<file path="src/rtl/uart_rx_core.sv">
// uart_rx_core: oversampling UART receiver.
// A 2-flop synchronizer feeds a framing FSM that finds the start bit, takes a
// 3-sample majority vote mid-bit, shifts data LSB-first, optionally checks
// parity, checks the stop bit and emits one-cycle result pulses.
module uart_rx_core #(
    parameter int Data_WIDTH = 8
) (
    input  logic                  i_clk,
    input  logic                  i_rst_n,
    input  logic                  i_rx_in,
    input  logic [5:0]            i_prescale,
    input  logic                  i_parity_enable,
    input  logic                  i_parity_type,
    output logic [Data_WIDTH-1:0] o_data,
    output logic                  o_data_valid,
    output logic                  o_parity_error,
    output logic                  o_stop_error
);

    localparam int BitCntW = (Data_WIDTH > 1) ? $clog2(Data_WIDTH) : 1;
    localparam logic [BitCntW-1:0] LastBit = BitCntW'(Data_WIDTH - 1);

    typedef enum logic [2:0] {
        ST_IDLE,
        ST_START,
        ST_DATA,
        ST_PARITY,
        ST_STOP
    } state_e;

    // Only 8, 16 and 32 are supported ratios; anything else falls back to 8.
    function automatic logic [5:0] legal_prescale(input logic [5:0] p);
        case (p)
            6'd8, 6'd16, 6'd32: return p;
            default:            return 6'd8;
        endcase
    endfunction

    // Synchronizer
    logic rx_meta_q;
    logic rx_s_q;

    // Frame state
    state_e                  state_q;
    logic [5:0]              edge_cnt_q;
    logic [BitCntW-1:0]      bit_cnt_q;
    logic [5:0]              prescale_q;
    logic                    parity_en_q;
    logic                    parity_type_q;
    logic [1:0]              samp_q;
    logic [Data_WIDTH-1:0]   shift_q;
    logic                    par_err_q;

    // Registered outputs
    logic [Data_WIDTH-1:0]   data_q;
    logic                    data_valid_q;
    logic                    parity_error_q;
    logic                    stop_error_q;

    // Decode helpers
    logic [5:0] half;
    logic       last_edge;
    logic       samp_lo;
    logic       samp_mid;
    logic       decide;
    logic       maj;
    logic       par_exp;

    // Two-flop synchronizer; resets to the idle (high) line level.
    always_ff @(posedge i_clk or negedge i_rst_n) begin
        if (!i_rst_n) begin
            rx_meta_q <= 1'b1;
            rx_s_q    <= 1'b1;
        end else begin
            // NOTE: non-blocking assignments let both flops sample the old values on the same edge,
            // which is what makes this a two-stage shift rather than a single wire.
            rx_meta_q <= i_rx_in;
            rx_s_q    <= rx_meta_q;
        end
    end

    // Sample-point decode and majority vote over the two captured samples plus the live one.
    always_comb begin
        // NOTE: every signal gets a value on every path here, so no latch can be inferred.
        half      = prescale_q >> 1;
        last_edge = (edge_cnt_q == prescale_q - 6'd1);
        samp_lo   = (edge_cnt_q == half - 6'd1);
        samp_mid  = (edge_cnt_q == half);
        decide    = (edge_cnt_q == half + 6'd1);
        maj       = (samp_q[0] & samp_q[1]) | (samp_q[0] & rx_s_q) | (samp_q[1] & rx_s_q);
        par_exp   = parity_type_q ? ~^shift_q : ^shift_q;
    end

    // Framing FSM with registered data and pulse outputs.
    always_ff @(posedge i_clk or negedge i_rst_n) begin
        if (!i_rst_n) begin
            state_q        <= ST_IDLE;
            edge_cnt_q     <= '0;
            bit_cnt_q      <= '0;
            prescale_q     <= 6'd8;
            parity_en_q    <= 1'b0;
            parity_type_q  <= 1'b0;
            samp_q         <= 2'b11;
            shift_q        <= '0;
            par_err_q      <= 1'b0;
            data_q         <= '0;
            data_valid_q   <= 1'b0;
            parity_error_q <= 1'b0;
            stop_error_q   <= 1'b0;
        end else begin
            // Pulses are low unless explicitly raised this cycle.
            data_valid_q   <= 1'b0;
            parity_error_q <= 1'b0;
            stop_error_q   <= 1'b0;

            if (state_q != ST_IDLE) begin
                if (samp_lo)  samp_q[0] <= rx_s_q;
                if (samp_mid) samp_q[1] <= rx_s_q;
                edge_cnt_q <= last_edge ? 6'd0 : edge_cnt_q + 6'd1;
            end

            case (state_q)
                ST_IDLE: begin
                    if (!rx_s_q) begin
                        state_q       <= ST_START;
                        edge_cnt_q    <= 6'd0;
                        bit_cnt_q     <= '0;
                        par_err_q     <= 1'b0;
                        prescale_q    <= legal_prescale(i_prescale);
                        parity_en_q   <= i_parity_enable;
                        parity_type_q <= i_parity_type;
                    end
                end

                ST_START: begin
                    if (decide && maj) begin
                        // Start bit did not hold low through mid-bit: treat as a glitch.
                        state_q    <= ST_IDLE;
                        edge_cnt_q <= 6'd0;
                    end else if (last_edge) begin
                        state_q   <= ST_DATA;
                        bit_cnt_q <= '0;
                    end
                end

                ST_DATA: begin
                    if (decide) shift_q <= {maj, shift_q[Data_WIDTH-1:1]};
                    if (last_edge) begin
                        if (bit_cnt_q == LastBit) begin
                            state_q <= parity_en_q ? ST_PARITY : ST_STOP;
                        end else begin
                            bit_cnt_q <= bit_cnt_q + 1'b1;
                        end
                    end
                end

                ST_PARITY: begin
                    if (decide)    par_err_q <= (maj != par_exp);
                    if (last_edge) state_q   <= ST_STOP;
                end

                ST_STOP: begin
                    if (decide) begin
                        stop_error_q   <= ~maj;
                        parity_error_q <= par_err_q;
                        if (maj && !par_err_q) begin
                            data_q       <= shift_q;
                            data_valid_q <= 1'b1;
                        end
                    end
                    if (last_edge) state_q <= ST_IDLE;
                end

                default: begin
                    state_q    <= ST_IDLE;
                    edge_cnt_q <= 6'd0;
                end
            endcase
        end
    end

    assign o_data         = data_q;
    assign o_data_valid   = data_valid_q;
    assign o_parity_error = parity_error_q;
    assign o_stop_error   = stop_error_q;

endmodule

</file>
<file path="config.mk">
export PLATFORM = sky130hd
export DESIGN_NAME = uart_rx_core
export DESIGN_NICKNAME = d
export VERILOG_FILES = /design/src/rtl/uart_rx_core.sv
export SDC_FILE = /design/constraint.sdc
export NUM_CORES = 1
export LEC_CHECK = 0
export ABC_AREA = 1
export CORE_ASPECT_RATIO = 1.2
export CORE_UTILIZATION = 40
export CTS_BUF_LIST = sky130_fd_sc_hd__clkbuf_2
export DETAILED_ROUTE_END_ITERATION = 16
export HOLD_SLACK_MARGIN = 0.02
export SLEW_MARGIN = 20
export SYNTH_ARGS = -nofsm -noshare
export SYNTH_HDL_FRONTEND = slang
export SYNTH_SLANG_ARGS = --single-unit
export TNS_END_PERCENT = 30
</file>
<file path="constraint.sdc">
create_clock -name i_clk -period 2.1 [get_ports i_clk]
set_clock_uncertainty 0.2 [all_clocks]
set_input_delay 0.42 -clock i_clk [delete_from_list [all_inputs] [get_ports i_clk]]
set_output_delay 0.42 -clock i_clk [all_outputs]
set_load 0.01 [all_outputs]
</file>
==> results of run 1 <==
final timing paths:
check                         startpoint       endpoint  slack (ns)  cells after the start
min reg2reg                    rx_meta_q         rx_s_q        0.21                      0
min in group asynchronous        i_rst_n  prescale_q[0]        0.21                      2
max reg2reg                prescale_q[1]   bit_cnt_q[1]       0.002                     10
max in group asynchronous        i_rst_n      samp_q[1]        0.88                      3
max                        prescale_q[1]   bit_cnt_q[1]       0.002                     10
min                              i_rx_in      rx_meta_q        0.16                      1
state kept, by name, summed over array words and instances (netlist names):
signal,cells
bit_cnt_q,3
edge_cnt_q,6
o_data,8
o_data_valid,1
o_parity_error,1
o_stop_error,1
par_err_q,1
parity_en_q,1
parity_type_q,1
prescale_q,6
rx_meta_q,1
rx_s_q,1
samp_q,2
shift_q,8
state_q,3
cells by family (layout without fill, tap and decap cells):
group,after synthesis,in the layout,share of synthesized area
AO/OA/AOI/OAI,45,45,0.103
XOR/XNOR,18,18,0.0603
adder cells (fa/ha/maj),7,7,0.0335
buffers and inverters,58,105,0.0928
flip-flops,44,44,0.423
AND/OR/NAND/NOR,166,166,0.287
per-stage QoR:
step / instance area, um^2 / util / hold slack (ns) / power (mW)
3_3_place_gp: 2990 / 0.485 / 0.147 / 2.12
2_1_floorplan: 2620 / - / -0.0756 / 1.83
4_1_cts: 3080 / 0.499 / 0.132 / 2.52
3_5_place_dp: 2990 / 0.485 / 0.154 / 2.13
5_1_grt: 3230 / 0.523 / 0.104 / 2.88
6_report: 3230 / 0.523 / 0.163 / 2.65
cell usage in the layout (no fill, tap or decap), drive strengths merged:
| cell | Yosys | final |
|---|---|---|
| xor2 | 8 | 8 |
| and3 | 1 | 1 |
| xnor2 | 10 | 10 |
| o31ai | 2 | 2 |
| dlygate4sd3 | 0 | 1 |
| ha | 7 | 7 |
| o211ai | 1 | 1 |
| clkinv | 1 | 2 |
| clkinvlp | 0 | 2 |
| o21ai | 31 | 31 |
| nor3 | 8 | 8 |
| inv | 53 | 53 |
| nand4 | 5 | 5 |
| a21oi | 11 | 11 |
| nand3b | 3 | 3 |
| nand2 | 103 | 103 |
| clkdlybuf4s50 | 0 | 18 |
| buf | 3 | 21 |
| clkbuf | 1 | 6 |
| dfstp | 5 | 5 |
| nand3 | 23 | 23 |
| dlymetal6s2s | 0 | 2 |
| dfrtp | 39 | 39 |
| nor2 | 23 | 23 |
area by class of cell:
class,count,area (um^2)
clock buffer,5,25.0
clock inverter,3,23.8
fill,569,2940
inverter,54,204
multi-input combinational,236,1340
sequential,44,1110
tap,82,103
timing repair buffer,43,423
where the power goes:
group | leakage (nW) | switching [mW] | internal, mW
Clock | 0.0252 | 0.297 | 0.0828
Combinational | 0.958 | 0.718 | 0.462
Sequential | 0.586 | 0.119 | 0.972
what timing repair did:
item | CTS | global route
pin swaps | 0 | 7
setup buffers | 2 | 5
endpoints found under the hold margin | 16 | 0
hold buffers | 1 | 0
resized for setup | 0 | 27
endpoints found under the setup margin | 9 | 30
worst reg2reg max path, stage by stage, from the launching register on:
cell,delay (ns)
dfrtp_1,0.44
inv_2,0.12
ha_2,0.29
xnor2_1,0.13
nor2_1,0.10
and3_2,0.23
nand2_4,0.09
a21oi_4,0.19
nand2_2,0.09
nand2_1,0.07
nand2_1,0.04
metal layers:
metal | routed length (um) | GRT usage | up-vias
li1 | - | - | 1156
met1 | 2630 | 0.233 | 1021
met2 | 2950 | 0.300 | 52
met3 | 223 | 0.0301 | 14
met4 | 136 | 0.0772 | 0
met5 | 0 | 0 | -
==> flow_metrics.env, run 1 <==
export IMPL_status="finished clean"
export IMPL_required_ns=2.22
export IMPL_synthTopCellsByArea="dfrtp_1, nand2_1, inv_1"
export IMPL_fin_setup_tns_ns=0
export IMPL_cp_num_buf_inv=1
export IMPL_synth_warning_count=0
export IMPL_core_um2=6170
export IMPL_nets=402
export IMPL_wl_per_cell_um=12.7
export IMPL_chipWidth_um=75.8
export IMPL_dominantRegCellSynth="dfrtp_1"
export IMPL_hp_class="in -> reg"
export IMPL_hold_viol_final=0
export IMPL_area_delta_synth_final_pct=23.4
export IMPL_ys_seq_area_frac=0.423
export IMPL_cpMostUsedCell="nand2_1"
export IMPL_grt_pass1_vias=2163
export IMPL_grt_total_usage=0.183
export IMPL_yosysTopAreaCell="dfrtp_1"
export IMPL_tritoncts="yes"
export IMPL_cp_end_kind="flip-flop"
export IMPL_gp_congestion=0.866
export IMPL_cts_root_buffer="clkbuf_2"
export IMPL_rsz0062_at_grt="true"
export IMPL_num_io_pins=22
export IMPL_setup_viol=0
export IMPL_synth_seq_cells=44
export IMPL_chipHeight_um=90.6
export IMPL_synth_common_cells="nand2_1, inv_1, dfrtp_1, nand3_1, nor2_1"
export IMPL_fmax_ghz=0.477
export IMPL_synth_edf_count=0
export IMPL_drive_above_1_share=0.229
export IMPL_place_ws_ns=-0.00958
export IMPL_crit_slowest_cell="dfrtp_1"
export IMPL_layout_setup_ws_ns=0.00224
export IMPL_initial_core_util=0.424
export IMPL_dp_hpwl_mm=4.37
export IMPL_synthArstFlopShare=1.00
export IMPL_grt_max_degree=19
export IMPL_min_period_ns=2.10
export IMPL_avgViaCountPerCell=4.80
export IMPL_clock_latency_ns=0.44
export IMPL_drv_slew=0
export IMPL_power_density_nw_per_um2=821
export IMPL_synthCells=338
export IMPL_cpLargestDelayFamily="simple AND/OR/NAND/NOR gates"
export IMPL_fin_crit_sh=0.999
export IMPL_synth_cell_types=29
export IMPL_first_pass_iters=4
export IMPL_cts_made_buffers=5
export IMPL_yosysMostFrequentCell="nand2_1"
export IMPL_clock_path_buffers=2
export IMPL_rows=31
export IMPL_htreeDepth=2
export IMPL_clk_pin_slew_worst_paths_ns=0.27
export IMPL_ant_nets=0
export IMPL_n_antenna_cell=0
export IMPL_num_vias=2243
export IMPL_worstPathArrival_ns=2.22
export IMPL_clock_sinks=44
export IMPL_cp_start_kind="flip-flop"
export IMPL_crit_chain="inv_2, ha_2, xnor2_1, nor2_1, and3_2, nand2_4, a21oi_4, nand2_2, nand2_1, nand2_1"
export IMPL_place_inst=451
export IMPL_path_max_fanout=5
export IMPL_max_slew_margin=0.723
export IMPL_p_leak_nw=1.57
export IMPL_antenna_found_initial=0
export IMPL_drt_initial_drc_count=83
export IMPL_maxCapViolCount=0
export IMPL_syn_num_nets=356
export IMPL_yosys_area_top_type_share=0.373
export IMPL_drt_wl_total_mm=5.94
export IMPL_tightest_slew_ns=0.415
export IMPL_path_class="reg -> reg"
export IMPL_drc=0
export IMPL_dieArea_um2=6870
export IMPL_syn_avg_cell_area_um2=7.74
export IMPL_grt_overflow_total=0
export IMPL_synth_area_um2=2620
export IMPL_io_buffers=21
export IMPL_max_stage_delay_ns=0.44
export IMPL_ir_worst_vdd_mv=0.384
export IMPL_stdcell_count=467
export IMPL_grt_pass1_wl_mm=9.69
No activity file was read; power rests on OpenSTA's default activity.
==> run 2: changes to the inputs <==
--- a/config.mk
+++ b/config.mk
@@ -7,7 +7,7 @@
 export LEC_CHECK = 0
 export ABC_AREA = 1
 export CORE_ASPECT_RATIO = 1.2
-export CORE_UTILIZATION = 40
+export CORE_UTILIZATION = 25
 export CTS_BUF_LIST = sky130_fd_sc_hd__clkbuf_2
 export DETAILED_ROUTE_END_ITERATION = 16
 export HOLD_SLACK_MARGIN = 0.02
==> constraint.sdc (replaced) <==
create_clock -name i_clk -period 2.05 [get_ports i_clk]
set_clock_uncertainty 0.2 [all_clocks]
set_input_delay 0.41 -clock i_clk [delete_from_list [all_inputs] [get_ports i_clk]]
set_output_delay 0.41 -clock i_clk [all_outputs]
set_load 0.01 [all_outputs]
==> flow_metrics.env, run 2 (synthesis gave the netlist of run 1 again) <==
export IMPL_grt_overflow_total=0
export IMPL_drive_above_1_share=0.247
export IMPL_maxCapViolCount=0
export IMPL_p_seq_frac=0.416
export IMPL_path_max_fanout=8
export IMPL_required_ns=2.20
export IMPL_io_buffers=21
export IMPL_dp_hpwl_mm=4.42
export IMPL_p_comb_frac=0.447
export IMPL_violations="setup timing"
export IMPL_status="finished, violations left"
export IMPL_ant_nets=0
export IMPL_fin_crit_sh=1.02
export IMPL_reg2reg_slack_ns=-0.04
export IMPL_path_class="reg -> reg"
export IMPL_min_period_ns=2.09
export IMPL_use_met3=0.0193
export IMPL_place_ws_ns=-0.0792
export IMPL_grt_total_usage=0.120
export IMPL_tritoncts="yes"
export IMPL_drc=0
export IMPL_tightest_slew_ns=0.566
export IMPL_setup_viol=15
export IMPL_clock_path_buffers=2
export IMPL_initial_core_util=0.259
export IMPL_ir_worst_vdd_mv=0.287
export IMPL_n_antenna_cell=0
export IMPL_area_delta_synth_final_pct=26.4
export IMPL_drt_wl_total_mm=6.09
export IMPL_final_cell_mix="nand2_1, inv_1, dfrtp_1"
export IMPL_hold_viol_final=0
export IMPL_drt_initial_drc_count=76
export IMPL_rows=40
export IMPL_num_io_pins=22
export IMPL_drv_slew=0
export IMPL_max_slew_margin=0.623
export IMPL_worstPathArrival_ns=2.24
export IMPL_power_density_nw_per_um2=815
export IMPL_gr_usage_met1=0.157
export IMPL_rsz0062_at_grt="true"
export IMPL_avgViaCountPerCell=4.46
export IMPL_chipWidth_um=95.4
export IMPL_hp_class="in -> reg"
export IMPL_clk_pin_slew_worst_paths_ns=0.22
export IMPL_wl_per_cell_um=11.9
export IMPL_r2r_cells=14
export IMPL_p_leak_nw=1.64
export IMPL_htreeDepth=2
export IMPL_core_um2=10100
export IMPL_cts_root_buffer="clkbuf_2"
export IMPL_clock_latency_ns=0.41
export IMPL_grt_pass1_wl_mm=10.3
export IMPL_grtUsageMet2=0.199
export IMPL_grt_pass1_vias=2232
export IMPL_cp_end_kind="flip-flop"
export IMPL_num_vias=2277
export IMPL_layout_setup_ws_ns=-0.0447
export IMPL_fin_area_um2=3310
export IMPL_gp_congestion=0.859
export IMPL_first_pass_iters=5
export IMPL_power_switching_mw=1.16
export IMPL_p_int_mw=1.54
export IMPL_busiest_layer="met2"
export IMPL_chipHeight_um=114
export IMPL_cts_made_buffers=5
export IMPL_clock_sinks=44
export IMPL_swShare=0.430
export IMPL_dieArea_um2=10900
export IMPL_fmax_ghz=0.477
export IMPL_p_total_mw=2.69
export IMPL_fin_setup_tns_ns=-0.470
export IMPL_layout_commonest_cell="nand2_1"
export IMPL_antenna_found_initial=0
export IMPL_nets=402
export IMPL_dpl_cell_area_um2=3050
export IMPL_hold_depth=1
export IMPL_p_clk_frac=0.136
export IMPL_cp_start_kind="flip-flop"
export IMPL_fillers=1101
export IMPL_grt_max_degree=45
-- run 2: per-stage QoR --
step	std cells	hold WS (ns)	util
2_1_floorplan	338	-0.0856	-
3_3_place_gp	495	0.149	0.301
3_5_place_dp	495	0.151	0.301
4_1_cts	506	0.155	0.311
5_1_grt	510	0.149	0.327
6_report	510	0.173	0.327
-- run 2: worst max-delay path: stages, from the launching register on --
cell	delay (ns)
dfrtp_1	0.42
inv_2	0.07
ha_4	0.29
nand2_2	0.05
inv_2	0.08
nor2_4	0.04
nor2_2	0.09
nand2_1	0.06
nor2_2	0.15
nand2_2	0.09
inv_4	0.09
nand4_4	0.11
clkbuf_16	0.21
nand2_2	0.05
nand2_1	0.04
-- run 2: area by class of cell --
type	count	area, um^2	area share
Clock buffer	5	25.0	0.00757
Clock inverter	2	12.5	0.00378
Inverter	54	210	0.0636
Multi-Input combinational cell	236	1380	0.417
Sequential cell	44	1110	0.335
Tap cell	126	158	0.0477
Timing Repair Buffer	43	415	0.126
-- run 2: repair_timing --
| item | 4_1_cts | 5_1_grt |
|---|---|---|
| gates cloned | 0 | 1 |
| setup endpoints to repair | 13 | 33 |
| gates resized for setup | 5 | 38 |
| pin swaps | 5 | 13 |
| hold buffers | 1 | 0 |
| buffers inserted | 3 | 3 |
| hold endpoints to repair | 39 | 0 |
-- run 2: path summary, 6_finish.rpt --
kind | startpoint | endpoint
setup / recovery | prescale_q[1] | o_data[0]
hold / removal | i_rx_in | rx_meta_q
setup reg to reg | prescale_q[1] | o_data[0]
hold reg to reg | rx_meta_q | rx_s_q
max in group asynchronous | i_rst_n | samp_q[1]
min in group asynchronous | i_rst_n | prescale_q[4]
-- run 2: per-layer routing --
| metal | share of wire | vias up |
|---|---|---|
| met5 | 0 | - |
| met2 | 0.48 | 36 |
| met4 | 0.017 | 0 |
| met1 | 0.47 | 1070 |
| met3 | 0.032 | 9 |
| li1 | - | 1162 |
-- run 2: power groups by stage --
stage	Clock (mW)	Sequential [mW]	Combinational, mW
global route	0.409	1.14	1.37
finish	0.367	1.12	1.21
detailed placement	0	1.13	1.06
CTS	0.377	1.12	1.08
global placement	0	1.13	1.03
floorplan	0	1.09	0.792
==> run 3: changes to the inputs <==
--- a/config.mk
+++ b/config.mk
@@ -11,6 +11,7 @@
 export CTS_BUF_LIST = sky130_fd_sc_hd__clkbuf_2
 export DETAILED_ROUTE_END_ITERATION = 16
 export HOLD_SLACK_MARGIN = 0.02
+export SETUP_SLACK_MARGIN = 0.5
 export SLEW_MARGIN = 20
 export SYNTH_ARGS = -nofsm -noshare
 export SYNTH_HDL_FRONTEND = slang
==> flow_metrics.env, run 3 (synthesis gave the netlist of run 1 again) <==
export IMPL_place_ws_ns=-0.112
export IMPL_hold_viol_final=0
export IMPL_r2r_cells=14
export IMPL_final_util=0.347
export IMPL_required_ns=2.20
export IMPL_cp_end_kind="flip-flop"
export IMPL_setup_viol=10
export IMPL_fin_setup_tns_ns=-0.562
export IMPL_max_stage_delay_ns=0.47
export IMPL_final_cell_mix="nand2_1, dfrtp_1, inv_1"
export IMPL_path_class="reg -> reg"
export IMPL_cpLargestDelayFamily="simple AND/OR/NAND/NOR gates"
export IMPL_drt_initial_drc_count=119
export IMPL_reg2reg_slack_ns=-0.08
export IMPL_power_switching_mw=1.21
export IMPL_avgViaCountPerCell=4.47
export IMPL_grt_overflow_total=0
export IMPL_drv_slew=0
export IMPL_drt_wl_total_mm=6.28
export IMPL_swShare=0.418
export IMPL_status="finished, violations left"
export IMPL_wl_per_cell_um=12.1
export IMPL_hold_depth=1
export IMPL_cp_num_buf_inv=4
export IMPL_clk_pin_slew_worst_paths_ns=0.24
export IMPL_reg2reg_from="prescale_q[1]"
export IMPL_first_pass_iters=4
export IMPL_clock_sinks=44
export IMPL_stdcell_count=520
export IMPL_grt_max_degree=45
export IMPL_rsz0062_at_grt="true"
export IMPL_power_density_nw_per_um2=827
export IMPL_place_inst=495
export IMPL_crit_slowest_cell="dfrtp_1"
export IMPL_chipWidth_um=95.4
export IMPL_tightest_slew_ns=0.364
export IMPL_hold_path_end="rx_meta_q"
export IMPL_layout_setup_ws_ns=-0.0762
export IMPL_path_max_fanout=8
export IMPL_fin_crit_sh=1.04
export IMPL_grt_pass1_vias=2231
export IMPL_drive_above_1_share=0.338
export IMPL_nets=411
export IMPL_p_total_mw=2.90
export IMPL_clock_latency_ns=0.42
export IMPL_crit_chain="inv_4, ha_4, nand2_2, inv_2, nor2_2, nor2_1, nand2_1, nor2_4, nand2_2, inv_4, nand4_4, clkbuf_16, nand2_4, o21ai_2"
export IMPL_drc=0
export IMPL_min_period_ns=2.13
export IMPL_ant_nets=0
export IMPL_hold_path_startpoint="i_rx_in"
export IMPL_initial_core_util=0.259
export IMPL_p_clk_frac=0.177
export IMPL_violations="setup timing"
export IMPL_fmax_ghz=0.470
export IMPL_fin_area_um2=3510
export IMPL_htreeDepth=2
export IMPL_io_buffers=21
export IMPL_hp_class="in -> reg"
export IMPL_grt_total_usage=0.123
export IMPL_n_antenna_cell=0
export IMPL_worstPathArrival_ns=2.28
export IMPL_worst_r2r_endpoint="o_data[3]"
export IMPL_tritoncts="yes"
export IMPL_max_slew_margin=0.755
export IMPL_layout_commonest_cell="nand2_1"
export IMPL_hold_ws_ns=0.158
export IMPL_p_seq_frac=0.387
export IMPL_grt_pass1_wl_mm=10.4
export IMPL_rows=40
export IMPL_antenna_found_initial=0
export IMPL_p_leak_nw=1.67
export IMPL_area_delta_synth_final_pct=34.0
export IMPL_clock_path_buffers=2
export IMPL_cts_root_buffer="clkbuf_2"
export IMPL_dpl_cell_area_um2=3060
export IMPL_dp_hpwl_mm=4.37
export IMPL_chipHeight_um=114
export IMPL_p_comb_frac=0.436
export IMPL_core_um2=10100
export IMPL_maxCapViolCount=0
export IMPL_num_vias=2325
export IMPL_cts_made_buffers=5
export IMPL_dieArea_um2=10900
export IMPL_num_io_pins=22
export IMPL_cp_start_kind="flip-flop"
export IMPL_p_int_mw=1.69
export IMPL_ir_worst_vdd_mv=0.301
export IMPL_gp_congestion=0.885
==> run 3: cell types whose count changed in the layout (fill, tap and decap cells not counted), moves of 5 or more <==
cell,previous run,this run
clkdlybuf4s50_1,15,9
nand2_4,3,12
buf_2,1,12
nand2_2,17,12
dlymetal6s2s_1,5,0
==> run 3: worst max path at each step <==
stage,to,slack (ns),from,cells after the start
3_3_place_gp,o_data[5],-0.05,prescale_q[1],12
6_report,o_data[3],-0.08,prescale_q[1],14
5_1_grt,state_q[0],-0.18,prescale_q[1],15
2_1_floorplan,o_data[6],0.05,prescale_q[1],13
4_1_cts,state_q[0],-0.004,prescale_q[1],15
3_5_place_dp,o_data[4],-0.11,prescale_q[1],12
==> run 3: power groups by stage <==
stage,Clock (mW),Combinational [mW],Sequential [mW]
after global routing,0.572,1.43,1.14
after detailed placement,0,1.06,1.13
final,0.513,1.26,1.12
after floorplan,0,0.796,1.09
after CTS,0.527,1.13,1.12
after global placement,0,1.04,1.13
==> run 3: layer usage <==
metal  track usage  up-vias  share of wire
li1              -     1178              -
met1         0.155     1103           0.44
met2         0.210       34           0.50
met5             0        -              0
met4        0.0388        0          0.015
met3        0.0232       10          0.041
==> run 3: layout make-up <==
cell class                      instances  area (um^2)
Inverter                               54          215
Clock buffer                            5         25.0
Multi-Input combinational cell        236         1500
Tap cell                              126          158
Timing Repair Buffer                   52          455
Sequential cell                        44         1110
Clock inverter                          3         42.5
Fill cell                            1061         6600
==> run 3: what timing repair did <==
| item | in CTS | in global routing |
|---|---|---|
| gates cloned | 0 | 1 |
| endpoints found under the hold margin | 44 | 0 |
| buffers inserted | 9 | 6 |
| resized for setup | 81 | 38 |
| endpoints found under the setup margin | 53 | 53 |
| hold buffers | 1 | 0 |
| pin swaps | 21 | 26 |
